==> config.mk <==
export PLATFORM = sky130hd
export DESIGN_NAME = lsu_misalign_sequencer
export DESIGN_NICKNAME = d
export VERILOG_FILES = /design/src/rtl/lsu_misalign_sequencer.sv
export SDC_FILE = /design/constraint.sdc
export NUM_CORES = 1
export LEC_CHECK = 0
export CORE_MARGIN = 1
export CORE_UTILIZATION = 44
export CTS_CLUSTER_DIAMETER = 60
export DETAILED_ROUTE_END_ITERATION = 10
export PLACE_DENSITY = 0.78
export SYNTH_ARGS = -nofsm -noshare
export SYNTH_HDL_FRONTEND = slang
export SYNTH_SLANG_ARGS = --single-unit
==> constraint.sdc <==
create_clock -name clk -period 3.96 [get_ports clk]
set_input_delay 0.792 -clock clk [delete_from_list [all_inputs] [get_ports clk]]
set_output_delay 0.792 -clock clk [all_outputs]
set_load 0.02 [all_outputs]
==> src/rtl/lsu_misalign_sequencer.sv <==
// Splits misaligned W/H/HU accesses into per-byte memory accesses between the
// core's load/store path and byte-addressed data memory; aligned traffic is combinational.
module lsu_misalign_sequencer #(
    parameter int ADDR_WIDTH = 32,
    parameter int CNT_WIDTH  = 16
) (
    input  logic                  clk,
    input  logic                  reset,
    input  logic                  req_valid,
    input  logic                  req_we,
    input  logic [2:0]            req_ctrl,
    input  logic [ADDR_WIDTH-1:0] req_addr,
    input  logic [31:0]           req_wdata,
    output logic                  stall,
    output logic [31:0]           rdata,
    output logic                  mem_we,
    output logic [2:0]            mem_ctrl,
    output logic [ADDR_WIDTH-1:0] mem_addr,
    output logic [31:0]           mem_wd,
    input  logic [31:0]           mem_rd,
    output logic [CNT_WIDTH-1:0]  split_count,
    output logic [1:0]            dbg_state
);
    localparam logic [1:0] S_IDLE  = 2'd0;
    localparam logic [1:0] S_SPLIT = 2'd1;
    localparam logic [1:0] S_DONE  = 2'd2;

    localparam logic [2:0] CTRL_W  = 3'b000;
    localparam logic [2:0] CTRL_HU = 3'b001;
    localparam logic [2:0] CTRL_H  = 3'b010;
    localparam logic [2:0] CTRL_BU = 3'b011;
    localparam logic [2:0] CTRL_B  = 3'b100;

    logic [1:0]            state;
    logic [1:0]            cnt;
    logic [1:0]            last_q;
    logic [ADDR_WIDTH-1:0] addr_q;
    logic [31:0]           wdata_q;
    logic [2:0]            ctrl_q;
    logic                  we_q;
    logic [31:0]           buf_q;
    logic                  req_mis;
    logic                  start;

    assign req_mis = ((req_ctrl == CTRL_W) && (req_addr[1:0] != 2'b00)) ||
                     (((req_ctrl == CTRL_H) || (req_ctrl == CTRL_HU)) && req_addr[0]);

    // Handshake: a request is accepted in the cycle req_valid is high and stall is low;
    // a misaligned request raises stall until the DONE cycle, where the core may advance.
    assign start     = (state == S_IDLE) && req_valid && req_mis;
    assign dbg_state = state;

    always_ff @(posedge clk or posedge reset) begin
        if (reset) begin
            state       <= S_IDLE;
            cnt         <= 2'd0;
            last_q      <= 2'd0;
            addr_q      <= '0;
            wdata_q     <= '0;
            ctrl_q      <= 3'b000;
            we_q        <= 1'b0;
            buf_q       <= '0;
            split_count <= '0;
        end else begin
            case (state)
                S_IDLE: begin
                    if (start) begin
                        addr_q  <= req_addr;
                        wdata_q <= req_wdata;
                        ctrl_q  <= req_ctrl;
                        we_q    <= req_we;
                        last_q  <= (req_ctrl == CTRL_W) ? 2'd3 : 2'd1;
                        cnt     <= 2'd0;
                        buf_q   <= '0;
                        state   <= S_SPLIT;
                    end
                end
                S_SPLIT: begin
                    if (!we_q) begin
                        buf_q[{cnt, 3'b000} +: 8] <= mem_rd[7:0];
                    end
                    cnt <= cnt + 2'd1;
                    if (cnt == last_q) begin
                        state <= S_DONE;
                    end
                end
                S_DONE: begin
                    if (split_count != {CNT_WIDTH{1'b1}}) begin
                        split_count <= split_count + 1'b1;
                    end
                    state <= S_IDLE;
                end
                default: state <= S_IDLE;
            endcase
        end
    end

    always_comb begin
        stall    = 1'b0;
        rdata    = mem_rd;
        mem_we   = req_valid & req_we;
        mem_ctrl = req_ctrl;
        mem_addr = req_addr;
        mem_wd   = req_wdata;
        case (state)
            S_IDLE: begin
                if (start) begin
                    stall  = 1'b1;
                    mem_we = 1'b0;
                end
            end
            S_SPLIT: begin
                stall    = 1'b1;
                mem_addr = addr_q + ADDR_WIDTH'(cnt);
                mem_ctrl = we_q ? CTRL_B : CTRL_BU;
                mem_wd   = wdata_q >> {cnt, 3'b000};
                mem_we   = we_q;
            end
            S_DONE: begin
                mem_we   = 1'b0;
                mem_addr = addr_q;
                mem_ctrl = ctrl_q;
                mem_wd   = wdata_q;
                if (we_q) begin
                    rdata = 32'd0;
                end else begin
                    case (ctrl_q)
                        CTRL_H:  rdata = {{16{buf_q[15]}}, buf_q[15:0]};
                        CTRL_HU: rdata = {16'd0, buf_q[15:0]};
                        default: rdata = buf_q;
                    endcase
                end
            end
            default: ;
        endcase
    end
endmodule

# Word level (Yosys, flattened, before mapping)
# Index checks and enable logic that the tools add are counted.
dict set report word_totals {
  regBits 122
  inputBits 103
  output_inout_bits 119
  word_cells 64
}
dict set report classes {
  addsub 4
  n_eq_ne 11
  shifts 3
  muxes 21
  n_bitwise 1
  reduce_logical 15
}
# cell count
set op_table {}
lappend op_table {{$pmux W32 S2} 4}
lappend op_table {{$mux W32} 4}
lappend op_table {{$add A32 B2 Y32} 1}
lappend op_table {{$bwmux W32} 1}
lappend op_table {{$shift A8 B7 Y32 const A} 1}
lappend op_table {{$shiftx A8 B7 Y32} 1}
lappend op_table {{$shr A32 B5 Y32} 1}
lappend op_table {{$add A16 B1 Y16 const B} 1}
lappend op_table {{$ne A16 B16 Y1 const B} 1}
lappend op_table {{$mux W2} 4}
lappend op_table {{$pmux W2 S2} 2}
lappend op_table {{$reduce_and A2 Y1} 4}
lappend op_table {{$neg A5 Y7} 1}
lappend op_table {{$eq A3 B1 Y1 const B} 2}
lappend op_table {{$eq A3 B2 Y1 const B} 2}
lappend op_table {{$ne A2 B2 Y1 const B} 3}
lappend op_table {{$pmux W3 S2} 1}
lappend op_table {{$logic_and A1 B1 Y1} 4}
lappend op_table {{$reduce_bool A2 Y1} 2}
lappend op_table {{$logic_not A3 Y1} 1}
lappend op_table {{$mux W3} 1}
lappend op_table {{$pmux W1 S3} 1}
lappend op_table {{$reduce_and A3 Y1} 1}
lappend op_table {{$add A2 B1 Y2 const B} 1}
lappend op_table {{8 further kinds} 10}

# Depth between registers and ports, before layout
# Gate-level depths: netlist of the first run.
dict set report depth {
  ltp_word 7
  depth_mapped 9
  depth_no_buf 7
}

# Least setup slack after synthesis of the first run
# No wires, ideal clock.
dict set report synth_path {
  path_type {register to output}
  from {register cnt[0]}
  to {output port mem_addr[16]}
  arrival_ns 2.453
  required_ns 3.168
  setup_slack_ns 0.715
  path_stages_with_launch 7
  n_path_buf 0
  cell_sequence {dfrtp_1 -> ha_1 -> fa_1 -> nand4_1 -> nor4_1 -> nand2_1 -> o311ai_0}
}
dict set report synth_via {
  elab_chain_len 2
}
# item line_no
set synth_rtl {}
lappend synth_rtl {{start: declaration} 35} ;# logic [1:0] cnt;
lappend synth_rtl {{start signal: assignment} 82} ;# cnt <= cnt + 2'd1;
lappend synth_rtl {{$add A32 B2 Y32} 114} ;# mem_addr = addr_q + ADDR_WIDTH'(cnt);
lappend synth_rtl {{$pmux W32 S2} 105} ;# case (state)
lappend synth_rtl {{end: declaration} 18} ;# output logic [ADDR_WIDTH-1:0] mem_addr,
# No other way between the ends.

# Worst setup path in the final report of the first run
dict set report layout_path {
  from {input port req_ctrl[1]}
  to {output port mem_we}
}
dict set report layout_via {
  elab_chain_len 7
  word_cells_on_any_way 10
  classes_between {eq/ne (2); mux (2); reduce/logical (6)}
}
# item line_no
set layout_rtl {}
lappend layout_rtl {{start: declaration} 11} ;# input logic [2:0] req_ctrl,
lappend layout_rtl {{$eq A3 B2 Y1 or $eq A3 B1 Y1 (tied branches)} 46} ;# (((req_ctrl == CTRL_H) || (req_ctrl == CTRL_HU)) && req_addr[0]);
lappend layout_rtl {{$logic_or A1 B1 Y1} 46}
lappend layout_rtl {{$logic_and A1 B1 Y1} 46}
lappend layout_rtl {{$logic_or A1 B1 Y1 (*)} 45} ;# assign req_mis = ((req_ctrl == CTRL_W) && (req_addr[1:0] != 2'b00)) ||
lappend layout_rtl {{$logic_and A1 B1 Y1 (*)} 50} ;# assign start = (state == S_IDLE) && req_valid && req_mis;
lappend layout_rtl {{$mux W1 (*)} 107} ;# if (start) begin
lappend layout_rtl {{$pmux W1 S3 (*)} 105}
lappend layout_rtl {{end: declaration} 16} ;# output logic mem_we,
# Mark *: on every way between the ends. The rest lies on a longest branch, timed or not.

==> results, run 1 <==
- Counting instances, the worst hold path has a depth of 2.
- The die covers 18220 um^2.
- The endpoint identified for the worst register-to-register timing path is buf_q[22].
- The setup clock skew after layout is 0.007839 ns.
- The routed design has 23380 um of wire.
- Hold timing on the final database bottoms out at a slack of 0.4794 ns.
- For this run, asynchronously set or reset flops after synthesis account for 100.0%.
- The nature of the critical path startpoint is a primary input.
- The count of antenna diodes in the layout is 0.
- Counting along the longest clock path gives a buffer depth of 2.
- The number of buffers added by the clock tree synthesis step is 17.
- The path with the worst hold slack has its endpoint at buf_q[12].
- The placed cell count is 1314.
- Global routing used 26.07% of the available tracks.
- The final weighted congestion in routability-driven placement is 0.8413.
- The critical path in this run is classified as primary input to output port.
- The largest fanout on the critical path is 7.
- Of the synthesized area, sequential elements account for 39.23%.
- The critical register-to-register path startpoint is dbg_state[1].
- Across all register-to-register paths, the minimum setup slack is 1.41 ns.
- The final-report hold violation count came to 0.
- The max-capacitance violation count is 0.
- The number of filler instances in the final layout is 1499.
- Power spread over the standard cell area amounts to 876.2 nW/um^2.
- Setup repair after global routing left no endpoint under its margin.
- The detailed-route wire length per cell is 17.35 um.
- The count of vias placed by the detailed router is 7608.
- The maximum resistive drop on vdd is 0.6404 mV.
- The final count of pins violating max slew came to 0.
- The total number of H-tree levels is 4.
- The synthesized instance count is 909.
- Setup violations remaining at the end of the flow were counted as 0.
- Across the whole layout, storage elements account for 3053 um^2.
- The multi-input combinational cells in the finished layout cover a total of 4288 um^2.
- The flip-flop and latch count after synthesis is 122.
- The startpoint of the worst hold path is buf_q[12].
- The hold buffer count at cts is 0.
- The number of I/O pins is 222.
- The number of enable-type register cells in the synthesized netlist is 0.
- The pre-antenna-repair detailed-routing pass consisted of 5 iterations.
- After legalization and detailed placement, the total HPWL measured 16300 um.
- The endpoint type of the worst setup path is an output port.
- The minimum clock period is 3.821 ns.
- In this run the mean area of a mapped cell was 8.562 um^2.
- In this run the cell area of the synthesized design comes to 7782 um^2.
- The via density per instance is 5.648.
- The die is 135.0 um wide.
- The final critical-path setup slack is 0.1389 ns.
- The initial antenna violation count came to 0.
- The min-delay analysis places its worst path in the category register to register.
- Clock-pin slew was measured on the worst setup and hold paths at 0.06 ns.
- The root buffer cell chosen for the clock tree is sky130_fd_sc_hd__clkbuf_16.
- The cell area reported after detailed placement is 10250 um^2.
- The clock reaches the later pin of the worst-skew pair after 0.42 ns.
- In the final layout, the share of cells above drive strength 1 is 12.75%.
- At the worst endpoint, the required time is 3.17 ns.
- For this run, the top clock speed supported by timing is 0.2617 GHz.
- Synthesis produced a netlist with a net count of 1025.
- The leakage power summed over all cells is 4.547 nW.
- The run finished with clean final reports.
- After routing the design area is 10950 um^2.
- The via count of the first global-routing pass is 7301.
- The core footprint is 17300 um^2.
- The leading register cell type out of synthesis is sky130_fd_sc_hd__dfrtp_1.
- In this run the tool buffered the top-level ports with 221 buffer cells.
- Counting every sink on the clock net gives 122.
- The number of cells on the worst reg-to-reg path is 8.
- Timing analysis after detailed placement gives a worst setup slack of 0.1823 ns.
- The final cycle utilization of the critical path is 96.49%.
- In the routed design, unresolved DRC markers number 0.
- The headroom to the max-slew limit is 23.12%.
- Measured along the y axis, the die boundary spans 135.0 um.
- The clock tree from TritonCTS is done.
- At the worst endpoint, the arrival time is 3.03 ns.
- The first global-routing pass estimated 37470 um of wire.
- The post-synthesis to final-layout area growth is 40.68%.
- The cell row count is 48.
- The count of antenna-violating nets left after detailed routing is 0.
- The first routing iteration left 435 violations.
- The maximum number of pins on one net before global-route repair is 71.
- The net count of the finished layout is 1225.
- The initial utilization of the core area, before any placement, comes to 44.99%.
- Yosys printed 0 warnings.
- The slew at the pin with the worst max-slew slack is 1.145 ns.
- The count of cell types in the netlist is 55.
- The overall overflow remaining after global route is 0.
- The finished layout holds 1347 standard cells, fillers aside.
-- registers in the layout, indices dropped and copies added, names as in the netlist --
| register | count |
|---|---|
| dbg_state | 2 |
| last_q | 2 |
| ctrl_q | 3 |
| addr_q | 32 |
| we_q | 1 |
| wdata_q | 32 |
| split_count | 16 |
| buf_q | 32 |
| cnt | 2 |
-- what timing repair did --
item,4_1_cts,5_1_grt
buffers inserted,0,1
resized for setup,2,11
endpoints found under the setup margin,2,11
pin swaps,0,1
-- cell usage in the layout (no fill, tap or decap), types with 4 or more instances in the layout --
master | netlist | routed
sky130_fd_sc_hd__nand2b_1 | 5 | 5
sky130_fd_sc_hd__a221oi_1 | 26 | 26
sky130_fd_sc_hd__and3_1 | 10 | 10
sky130_fd_sc_hd__o22ai_1 | 40 | 40
sky130_fd_sc_hd__bufinv_16 | 0 | 4
sky130_fd_sc_hd__buf_4 | 0 | 21
sky130_fd_sc_hd__and2_1 | 5 | 5
sky130_fd_sc_hd__xnor2_1 | 26 | 26
sky130_fd_sc_hd__inv_1 | 62 | 61
sky130_fd_sc_hd__a31oi_1 | 5 | 5
sky130_fd_sc_hd__nor3_1 | 6 | 6
sky130_fd_sc_hd__a21boi_0 | 9 | 9
sky130_fd_sc_hd__nand2_1 | 114 | 114
sky130_fd_sc_hd__a21o_1 | 4 | 4
sky130_fd_sc_hd__a22oi_1 | 13 | 13
sky130_fd_sc_hd__nor2b_1 | 8 | 8
sky130_fd_sc_hd__dlymetal6s2s_1 | 0 | 7
sky130_fd_sc_hd__mux2i_1 | 10 | 10
sky130_fd_sc_hd__o21ai_1 | 5 | 5
sky130_fd_sc_hd__a21oi_1 | 24 | 24
sky130_fd_sc_hd__dfrtp_1 | 122 | 122
sky130_fd_sc_hd__ha_1 | 12 | 9
sky130_fd_sc_hd__clkbuf_16 | 0 | 17
sky130_fd_sc_hd__mux2_2 | 70 | 70
sky130_fd_sc_hd__nor2_1 | 90 | 89
sky130_fd_sc_hd__nand3_1 | 38 | 38
sky130_fd_sc_hd__xor2_1 | 11 | 11
sky130_fd_sc_hd__o21ai_0 | 66 | 66
sky130_fd_sc_hd__and4_1 | 7 | 7
sky130_fd_sc_hd__clkdlybuf4s50_1 | 0 | 214
sky130_fd_sc_hd__nand4_1 | 17 | 17
-- critical path: stages --
cell and delay (ns):
sky130_fd_sc_hd__clkdlybuf4s50_1 0.58, sky130_fd_sc_hd__nand2b_1 0.16, sky130_fd_sc_hd__o21ai_0 0.12, sky130_fd_sc_hd__nor2_1 0.44
sky130_fd_sc_hd__o211ai_1 0.15, sky130_fd_sc_hd__o21ai_0 0.11, sky130_fd_sc_hd__clkdlybuf4s50_1 0.67
-- cells in the mapped netlist (all sizes together), types with 10 or more instances --
cell type / number / area share [%]
dfrtp: 122 / 39
nand2: 114 / 5.5
nor2: 91 / 4.5
o21ai: 71 / 4.6
mux2: 70 / 10
inv: 62 / 3.0
clkbuf: 43 / 2.1
o22ai: 40 / 3.2
nand3: 38 / 2.4
a221oi: 26 / 2.9
xnor2: 26 / 2.9
a21oi: 24 / 1.5
buf: 21 / 1.2
nand4: 18 / 1.6
a22oi: 13 / 1.3
ha: 12 / 1.9
xor2: 11 / 1.2
and3: 10 / 0.80
mux2i: 10 / 1.3
-- how the worst max path moves through the flow --
stage | start | endpoint | slack, ns
CTS | addr_q[0] | mem_addr[28] | -0.003
detailed placement | req_ctrl[1] | mem_we | 0.18
floorplan | cnt[0] | mem_addr[16] | 0.72
finish | req_ctrl[1] | mem_we | 0.14
global route | addr_q[0] | mem_addr[16] | 0.02
global placement | req_ctrl[1] | mem_we | 0.30
-- metal layers --
| metal | GRT usage [%] | vias up | share of wire, % |
|---|---|---|---|
| met2 | 42.87 | 284 | 48 |
| li1 | - | 3615 | - |
| met3 | 4.880 | 29 | 6.5 |
| met4 | 9.426 | 0 | 1.8 |
| met1 | 34.21 | 3680 | 44 |
| met5 | 0 | - | 0 |
-- cell type report --
| class | instances | area share [%] |
|---|---|---|
| sequential | 122 | 27.89 |
| tap | 225 | 2.571 |
| clock buffer | 21 | 4.297 |
| clock inverter | 11 | 1.531 |
| multi-input combinational | 660 | 39.17 |
| inverter | 63 | 2.194 |
| timing repair buffer | 245 | 22.35 |
-- through the flow --
step                      setup TNS, ns  power, W  util (%)
after floorplan                       0  0.005535         -
after global placement                0  0.007829     59.24
after detailed placement              0  0.007891     59.24
after CTS                     -0.002739  0.009625     63.00
after global routing                  0   0.01018     63.30
final                                 0  0.009593     63.30
-- logic make-up (layout without fill, tap and decap cells) --
| group | after synthesis | after routing | share of synthesized area, % |
|---|---|---|---|
| AND/OR/NAND/NOR | 320 | 320 | 19.57 |
| AO/OA/AOI/OAI | 210 | 210 | 17.12 |
| buffers and inverters | 127 | 340 | 6.318 |
| flip-flops | 122 | 122 | 39.23 |
| multiplexers | 80 | 80 | 11.41 |
| XOR/XNOR | 37 | 37 | 4.164 |
| adder cells (fa/ha/maj) | 13 | 13 | 2.186 |
-- where the power goes --
part	internal, W	switching (W)	total (W)
Sequential	0.00168	0.000555	0.00224
Combinational	0.00255	0.00312	0.00567
Clock	0.00110	0.000583	0.00168
Power figures use the tool's default switching activity.
==> inputs of run 2 (changes only) <==
--- a/config.mk
+++ b/config.mk
@@ -10,6 +10,7 @@
 export CTS_CLUSTER_DIAMETER = 60
 export DETAILED_ROUTE_END_ITERATION = 10
 export PLACE_DENSITY = 0.78
+export SLEW_MARGIN = 40
 export SYNTH_ARGS = -nofsm -noshare
 export SYNTH_HDL_FRONTEND = slang
 export SYNTH_SLANG_ARGS = --single-unit
==> run 2 against run 1 <==
Against the previous run: clock power grew 4%; hold slack lost 0.0034 ns; non-clock buffer count is 1 higher; sequential power about the same; largest power group unchanged; flip-flop and latch count unchanged; largest cell class unchanged; first-iteration DRC count is 1.1% higher.
==> results, run 2 (synthesized netlist as in run 1, its figures left out) <==
- The flow ran to the end, and the final reports show no timing, DRC or antenna violations.
- The largest fanout on the critical path came to 5 (-2).
- The number of nets in the final layout was 1226 (+0.082%).
- Compared with the post-synthesis result, the final layout area differs by 41.33%.
- The number of I/O pins is 222 (unchanged).
- The critical path capture point is mem_addr[14].
- The met1 track demand over resource came to 34.41% (+0.20 points).
- The leakage power summed over all cells is 4.522 nW (-0.54%).
- For this design, the slowest cell found on the critical path is sky130_fd_sc_hd__clkdlybuf4s50_1.
- The max-capacitance violation count was 0 (unchanged).
- The final count of pins violating max slew is 0 (unchanged).
- The library cell used most frequently in the layout, excluding fill and tap cells, is sky130_fd_sc_hd__clkdlybuf4s50_1.
- The maximum buffer depth of the clock tree is 2 (unchanged).
- The placed wire-length estimate is 16390 um (+0.52%).
- The met2 layer usage reported by global route is 43.36% (+0.49 points).
- The nature of the critical path startpoint is a register.
- The overall overflow remaining after global route is 0 (unchanged).
- The count of port buffers added during placement is 221 (unchanged).
- The clock insertion delay at the later pin of the skew report is 0.42 ns (about the same).
- The global routing met3 resource utilization is 5.480% (+0.60 points).
- The initial antenna violation count is 0 (unchanged).
- TritonCTS built the clock tree.
- In the layout the commonest cells are sky130_fd_sc_hd__clkdlybuf4s50_1 (218), sky130_fd_sc_hd__dfrtp_1 (122), sky130_fd_sc_hd__nand2_1 (114).
- The path length in cells of the critical path is 9 (+2).
- The total clock sinks is 122 (unchanged).
- The destination of the worst register-to-register timing path is split_count[7].
- The pre-CTS setup slack is 0.1882 ns (+0.005859 ns).
- The final cycle utilization of the critical path is 97.36% (+0.86 points).
- The root buffer cell is sky130_fd_sc_hd__clkbuf_16.
- The die area is 18220 um^2 (unchanged).
- The non-filler instance count after layout is 1348 (+0.074%).
- The sum of buffers and inverters on the critical path is 2 (unchanged).
- The setup clock skew after layout is 0.008282 ns (+0.0004438 ns).
- The total power per unit cell area is 881.0 nW/um^2 (+0.54%).
- The detailed-route wire length per cell is 17.33 um (-0.14%).
- In this run the worst setup path begins at addr_q[0].
- STA classifies the critical path endpoint as an output port.
- The count of antenna-violating nets left after detailed routing is 0 (unchanged).
- The number of DRC violations after detailed routing came to 0 (unchanged).
- The fraction of layout cells with a size suffix above 1 is 13.36% (+0.61 points).
- The maximum resistive drop on vdd is 0.6270 mV (-2.1%).
- The minimum clock period came to 3.855 ns (+0.03423 ns).
- The maximum operating frequency is 0.2594 GHz (-0.89%).
- Counting stages on the worst path, the most repeated cell is sky130_fd_sc_hd__a21oi_1.
- The slew at the pin with the worst max-slew slack is 0.7549 ns (-0.3905 ns).
- The via density per instance is 5.620 (-0.49%).
- The largest registers in the layout are addr_q (32), buf_q (32), wdata_q (32).
- The number of filler instances in the final layout was 1491 (-0.53%).
- The total power is 0.009690 W (+1.0%).
- Broken down by cell family, the worst path's largest delay share belongs to buffers and inverters.
- The final-report hold violation count is 0 (unchanged).
- The count of vias placed by the detailed router is 7576 (-0.42%).
- The headroom to the max-slew limit is 49.67% (+27 points).
- The required time at the worst-slack endpoint was 3.17 ns (about the same).
- The min-delay analysis places its worst path in the category register to register.
- The worst reg-to-reg setup slack is 1.57 ns (+0.16 ns).
- The total number of H-tree levels came to 4 (unchanged).
- The placed cell count is 1315 (+0.076%).
- The core footprint is 17300 um^2 (unchanged).
- The y dimension of the die is 135.0 um (unchanged).
- The critical register-to-register path startpoint is dbg_state[0].
- The final critical-path setup slack was 0.1047 ns (-0.03423 ns).
- The via count of the first global-routing pass came to 7279 (-0.30%).
- The wire length reported by the detailed router is 23360 um (about the same).
- The maximum number of pins on one net before global-route repair is 71 (unchanged).
- The final non-filler cell area was 11000 um^2 (+0.47%).
- The post-CTS clock slew at the launch and capture registers of the worst setup and hold paths was 0.05 ns (about the same).
- The post-route core utilization is 63.59% (+0.30 points).
- The number of cells on the worst reg-to-reg path was 8 (unchanged).
- The cell row count was 48 (unchanged).
- The detailed-router iteration count before antenna repair came to 5 (unchanged).
- The final weighted congestion in routability-driven placement is 0.8413 (unchanged).
- The global-route usage over all layers was 26.22% (+0.14 points).
- The global-route wire length before repair is 37600 um (+0.33%).
- The starting density of the core came to 44.99% (unchanged).
- The number of buffers added by the clock tree synthesis step came to 17 (unchanged).
- The number of design-rule violations left by the first detailed-router iteration is 440 (+1.1%).
- Walking the worst path, the cells encountered are ha_1, fa_1, and4_1, nand4_1, buf_4, a21oi_1, a21oi_1, o31a_1, clkdlybuf4s50_1.
- The worst endpoint data arrival time came to 3.06 ns (+0.03 ns).
- The count of final setup violators is 0 (unchanged).
- The longest individual stage delay on the worst path is 0.60 ns (-0.07 ns).
- The cell area reported after detailed placement is 10280 um^2 (+0.31%).
- The count of antenna diodes in the layout came to 0 (unchanged).
- The width of the die is 135.0 um (unchanged).
- The routing layer with the top usage in global route is met2.
- The path type of the worst setup path is register to output port.
==> run 2: metal layers <==
metal | routed length [um] | vias to the layer above
met5 | 0 | -
met4 | 382 | 0
met3 | 1516 | 27
met2 | 11040 | 294
met1 | 10420 | 3631
li1 | - | 3624
==> run 2: through the flow <==
step	TNS, ns	hold WS [ns]
after floorplan	0	0.4497
after global placement	0	0.4610
after global routing	-0.04955	0.4979
final	0	0.4760
after detailed placement	0	0.4709
after CTS	-0.009785	0.4838
==> run 2: timing repair <==
| item | in CTS | in global routing |
|---|---|---|
| resized for setup | 2 | 9 |
| pin swaps | 0 | 2 |
| hold buffers | 0 | 0 |
| setup buffers | 0 | 1 |
| setup endpoints to repair | 2 | 8 |
==> run 2: power by group <==
group / internal, W / switching, W / total, W
logic: 0.00257 / 0.00314 / 0.00571
clock network: 0.00114 / 0.000608 / 0.00175
registers: 0.00168 / 0.000554 / 0.00224
total: 0.00539 / 0.00430 / 0.00969
==> run 2: worst min-delay path by stage <==
| stage | from | end | cells after the start |
|---|---|---|---|
| final | buf_q[17] | buf_q[17] | 2 |
| after global routing | buf_q[21] | buf_q[21] | 2 |
| after CTS | buf_q[12] | buf_q[12] | 2 |
| after detailed placement | buf_q[12] | buf_q[12] | 2 |
| after global placement | buf_q[21] | buf_q[21] | 2 |
| after floorplan | buf_q[10] | buf_q[10] | 2 |
==> run 2: layout make-up <==
type | instances | area [um^2] | area share (%)
Multi-Input combinational cell | 660 | 4304 | 39.13
Sequential cell | 122 | 3053 | 27.76
Timing Repair Buffer | 246 | 2461 | 22.38
Clock buffer | 18 | 439.2 | 3.993
Tap cell | 225 | 281.5 | 2.559
Inverter | 63 | 240.2 | 2.184
Clock inverter | 14 | 220.2 | 2.002
==> run 2: worst min-delay path: cells and delay by family, from the launching register on <==
family          cells  cell delay, ns
compound gates      1            0.06
flops               1            0.34
simple gates        1            0.04
==> inputs of run 3 (changes only) <==
--- a/config.mk
+++ b/config.mk
@@ -5,11 +5,13 @@
 export SDC_FILE = /design/constraint.sdc
 export NUM_CORES = 1
 export LEC_CHECK = 0
+export CELL_PAD_IN_SITES_DETAIL_PLACEMENT = 0
+export CELL_PAD_IN_SITES_GLOBAL_PLACEMENT = 1
 export CORE_MARGIN = 1
-export CORE_UTILIZATION = 44
+export CORE_UTILIZATION = 32
 export CTS_CLUSTER_DIAMETER = 60
 export DETAILED_ROUTE_END_ITERATION = 10
-export PLACE_DENSITY = 0.78
+export PLACE_DENSITY_LB_ADDON = 0.1
 export SLEW_MARGIN = 40
 export SYNTH_ARGS = -nofsm -noshare
 export SYNTH_HDL_FRONTEND = slang
==> run 3 against run 2 <==
Against the previous run: total power down 0.83%; clock skew is 0.0012 ns lower; largest cell class unchanged; core utilization shrank 17 points; count of clock-buffer cells in the layout rose by 1; cell area up 0.94%; maximum frequency is 1.4% higher; via count decreased by 4.2%; setup slack improved by 0.053 ns; sequential power hardly changed; hold slack better by 0.0031 ns; cell count rose by 7.6%; sequential share of layout area fell by 0.26 points.
==> results, run 3 (synthesized netlist as in run 1, its figures left out) <==
- In the layout the commonest cells are sky130_fd_sc_hd__clkdlybuf4s50_1 (214), sky130_fd_sc_hd__dfrtp_1 (122), sky130_fd_sc_hd__nand2_1 (114).
- The number of I/O pins is 222 (unchanged).
- The startpoint of the worst hold path is buf_q[20].
- The required time at the worst-slack endpoint is 3.17 ns (about the same).
- The maximum number of pins on one net before global-route repair is 71 (unchanged).
- The worst setup path is captured at an output port.
- The power dissipated by switching net loads came to 0.004346 W (+1.1%).
- The y dimension of the die came to 158.0 um (+17%).
- The global-route wire length before repair is 38640 um (+2.8%).
- The overall overflow remaining after global route came to 0 (unchanged).
- Leaving out fill and tap cells, the most frequent cell in the layout is sky130_fd_sc_hd__clkdlybuf4s50_1.
- The slew at the pin with the worst max-slew slack is 0.8352 ns (+0.08023 ns).
- The maximum operating frequency is 0.2630 GHz (+1.4%).
- The number of DRC violations after detailed routing is 0 (unchanged).
- The die area is 24950 um^2 (+37%).
- The switching part of the total is 45.22% (+0.85 points).
- The part of the power in registers came to 23.3% (+0.2 points).
- The post-synthesis to final-layout area growth is 42.67%.
- The count of antenna diodes in the layout was 0 (unchanged).
- The worst endpoint data arrival time was 3.01 ns (-0.05 ns).
- The run finished with clean final reports.
- The headroom to the max-slew limit is 44.32% (-5.3 points).
- The final setup TNS was 0 ns (unchanged).
- The number of design-rule violations left by the first detailed-router iteration was 360 (-18%).
- The fraction of layout cells with a size suffix above 1 is 13.52% (+0.16 points).
- The count of antenna-violating nets left after detailed routing came to 0 (unchanged).
- The design internal power is 0.005264 W (-2.3%).
- The combinational fraction of design power is 59.9% (+1.0 points).
- The pre-CTS setup slack is 0.3553 ns (+0.1672 ns).
- The width of the die is 158.0 um (+17%).
- The post-CTS clock slew at the launch and capture registers of the worst setup and hold paths is 0.06 ns (about the same).
- The detailed-route wire length per cell was 17.12 um (-1.2%).
- The maximum resistive drop on vdd is 0.5707 mV (-9.0%).
- Setup repair after global routing left no endpoint under its margin.
- The via count of the first global-routing pass is 6800 (-6.6%).
- The placed wire-length estimate is 17200 um (+5.0%).
- The final weighted congestion in routability-driven placement is 0.7989 (-5.0%).
- The tightest min-delay check is of the register to register type.
- The total number of H-tree levels is 4 (unchanged).
- The wire length reported by the detailed router is 24840 um (+6.3%).
- In this run the critical register-to-register path is launched from cnt[0].
- The tree is rooted in a sky130_fd_sc_hd__clkbuf_16.
- The count of final setup violators is 0 (unchanged).
- The share of total power in the clock network is 16.8% (-1.2 points).
- The final critical-path setup slack is 0.1581 ns (+0.05336 ns).
- The via density per instance was 5.004 (-11%).
- The post-route core utilization came to 46.88% (-17 points).
- The cell row count is 56 (+17%).
- The worst setup path startpoint is addr_q[0].
- The post-route worst hold slack came to 0.4791 ns (+0.003069 ns).
- The nature of the critical path startpoint is a register.
- The number of nets in the final layout came to 1235 (+0.73%).
- The maximum buffer depth of the clock tree is 2 (unchanged).
- The global-route usage over all layers came to 20.16% (-6.1 points).
- The initial antenna violation count is 1 (+1).
- The path type of the worst setup path is register to output port.
- The count of vias placed by the detailed router came to 7261 (-4.2%).
- The max-capacitance violation count is 0 (unchanged).
- In the final layout, the registers with the most flip-flops are addr_q (32), buf_q (32), wdata_q (32).
- The final cycle utilization of the critical path was 96.01% (-1.3 points).
- The total clock sinks is 122 (unchanged).
- The detailed-router iteration count before antenna repair is 4 (-1).
- The starting density of the core is 32.86% (-12 points).
- The setup clock skew after layout is 0.007107 ns (-0.001175 ns).
- The largest fanout on the critical path was 5 (unchanged).
- The final-report hold violation count came to 0 (unchanged).
- The clock insertion delay at the later pin of the skew report is 0.42 ns (about the same).
- The total power is 0.009610 W (-0.83%).
- The count of port buffers added during placement is 221 (unchanged).
- The minimum clock period is 3.802 ns (-0.05336 ns).
- The hold buffer count at cts was 0 (unchanged).
- The total power per unit cell area is 865.5 nW/um^2 (-1.8%).
- The leakage power summed over all cells is 4.554 nW (+0.71%).
- The number of buffers added by the clock tree synthesis step is 17 (unchanged).
- The core footprint is 23680 um^2 (+37%).
- The final count of pins violating max slew is 0 (unchanged).
- The clock tree from TritonCTS is done.
-- run 3: changes by cell type in the layout (fill, tap and decap cells not counted), sizes merged --
cell           change
clkdlybuf4s50      -4
bufinv             -2
clkinvlp           +4
dlymetal6s2s       +4
buf                +9
clkbuf             +1
clkinv             -3
-- run 3: worst paths after layout --
check,to,slack [ns],depth (start not counted)
max in group asynchronous,last_q[1],2.48,4
max,mem_addr[26],0.16,9
max reg2reg,buf_q[21],1.53,8
min in group asynchronous,wdata_q[2],0.68,2
min reg2reg,buf_q[20],0.48,2
min,buf_q[20],0.48,2
-- run 3: per-layer routing --
layer / vias to the layer above / routed length, um / part of all wire, % / global-route usage (%)
met5: - / 12 / 0.048 / 0
met2: 197 / 11020 / 44 / 31.32
met3: 14 / 1290 / 5.2 / 3.969
met4: 2 / 215 / 0.87 / 4.716
met1: 3410 / 12300 / 50 / 28.62
li1: 3638 / - / - / -
-- run 3: power by group through the flow --
stage / sequential, W / clock [W] / combinational (W)
floorplan: 0.00207 / 0 / 0.00346
global placement: 0.00224 / 0 / 0.00579
detailed placement: 0.00225 / 0 / 0.00578
CTS: 0.00223 / 0.00166 / 0.00582
global route: 0.00232 / 0.00172 / 0.00623
finish: 0.00224 / 0.00162 / 0.00576
-- run 3: stage by stage --
step / instance area (um^2) / std cells
after CTS: 11000 / 1444
after global routing: 11100 / 1451
after detailed placement: 10390 / 1412
after global placement: 10380 / 1412
after floorplan: 7786 / 909
final: 11100 / 1451
-- run 3: repair_timing --
action / 4_1_cts / 5_1_grt
pin swaps: 0 / 1
buffers inserted: 0 / 6
endpoints found under the setup margin: 4 / 12
resized for setup: 2 / 11
-- run 3: final cells by class --
type,instances,area (um^2)
fill,2386,12580
multi-input combinational,660,4279
timing repair buffer,255,2526
clock inverter,13,168.9
sequential,122,3053
tap,319,399.1
clock buffer,19,432.9
inverter,63,244.0
-- run 3: critical path, stage by stage, from the launching register on --
cell and delay, ns:
sky130_fd_sc_hd__dfrtp_1 0.39, sky130_fd_sc_hd__ha_1 0.22, sky130_fd_sc_hd__fa_1 0.46, sky130_fd_sc_hd__and4_1 0.29, sky130_fd_sc_hd__nand4_1 0.10, sky130_fd_sc_hd__buf_4 0.16, sky130_fd_sc_hd__nor4_2 0.05, sky130_fd_sc_hd__xnor2_1 0.12
sky130_fd_sc_hd__o221ai_1 0.16, sky130_fd_sc_hd__clkdlybuf4s50_1 0.64
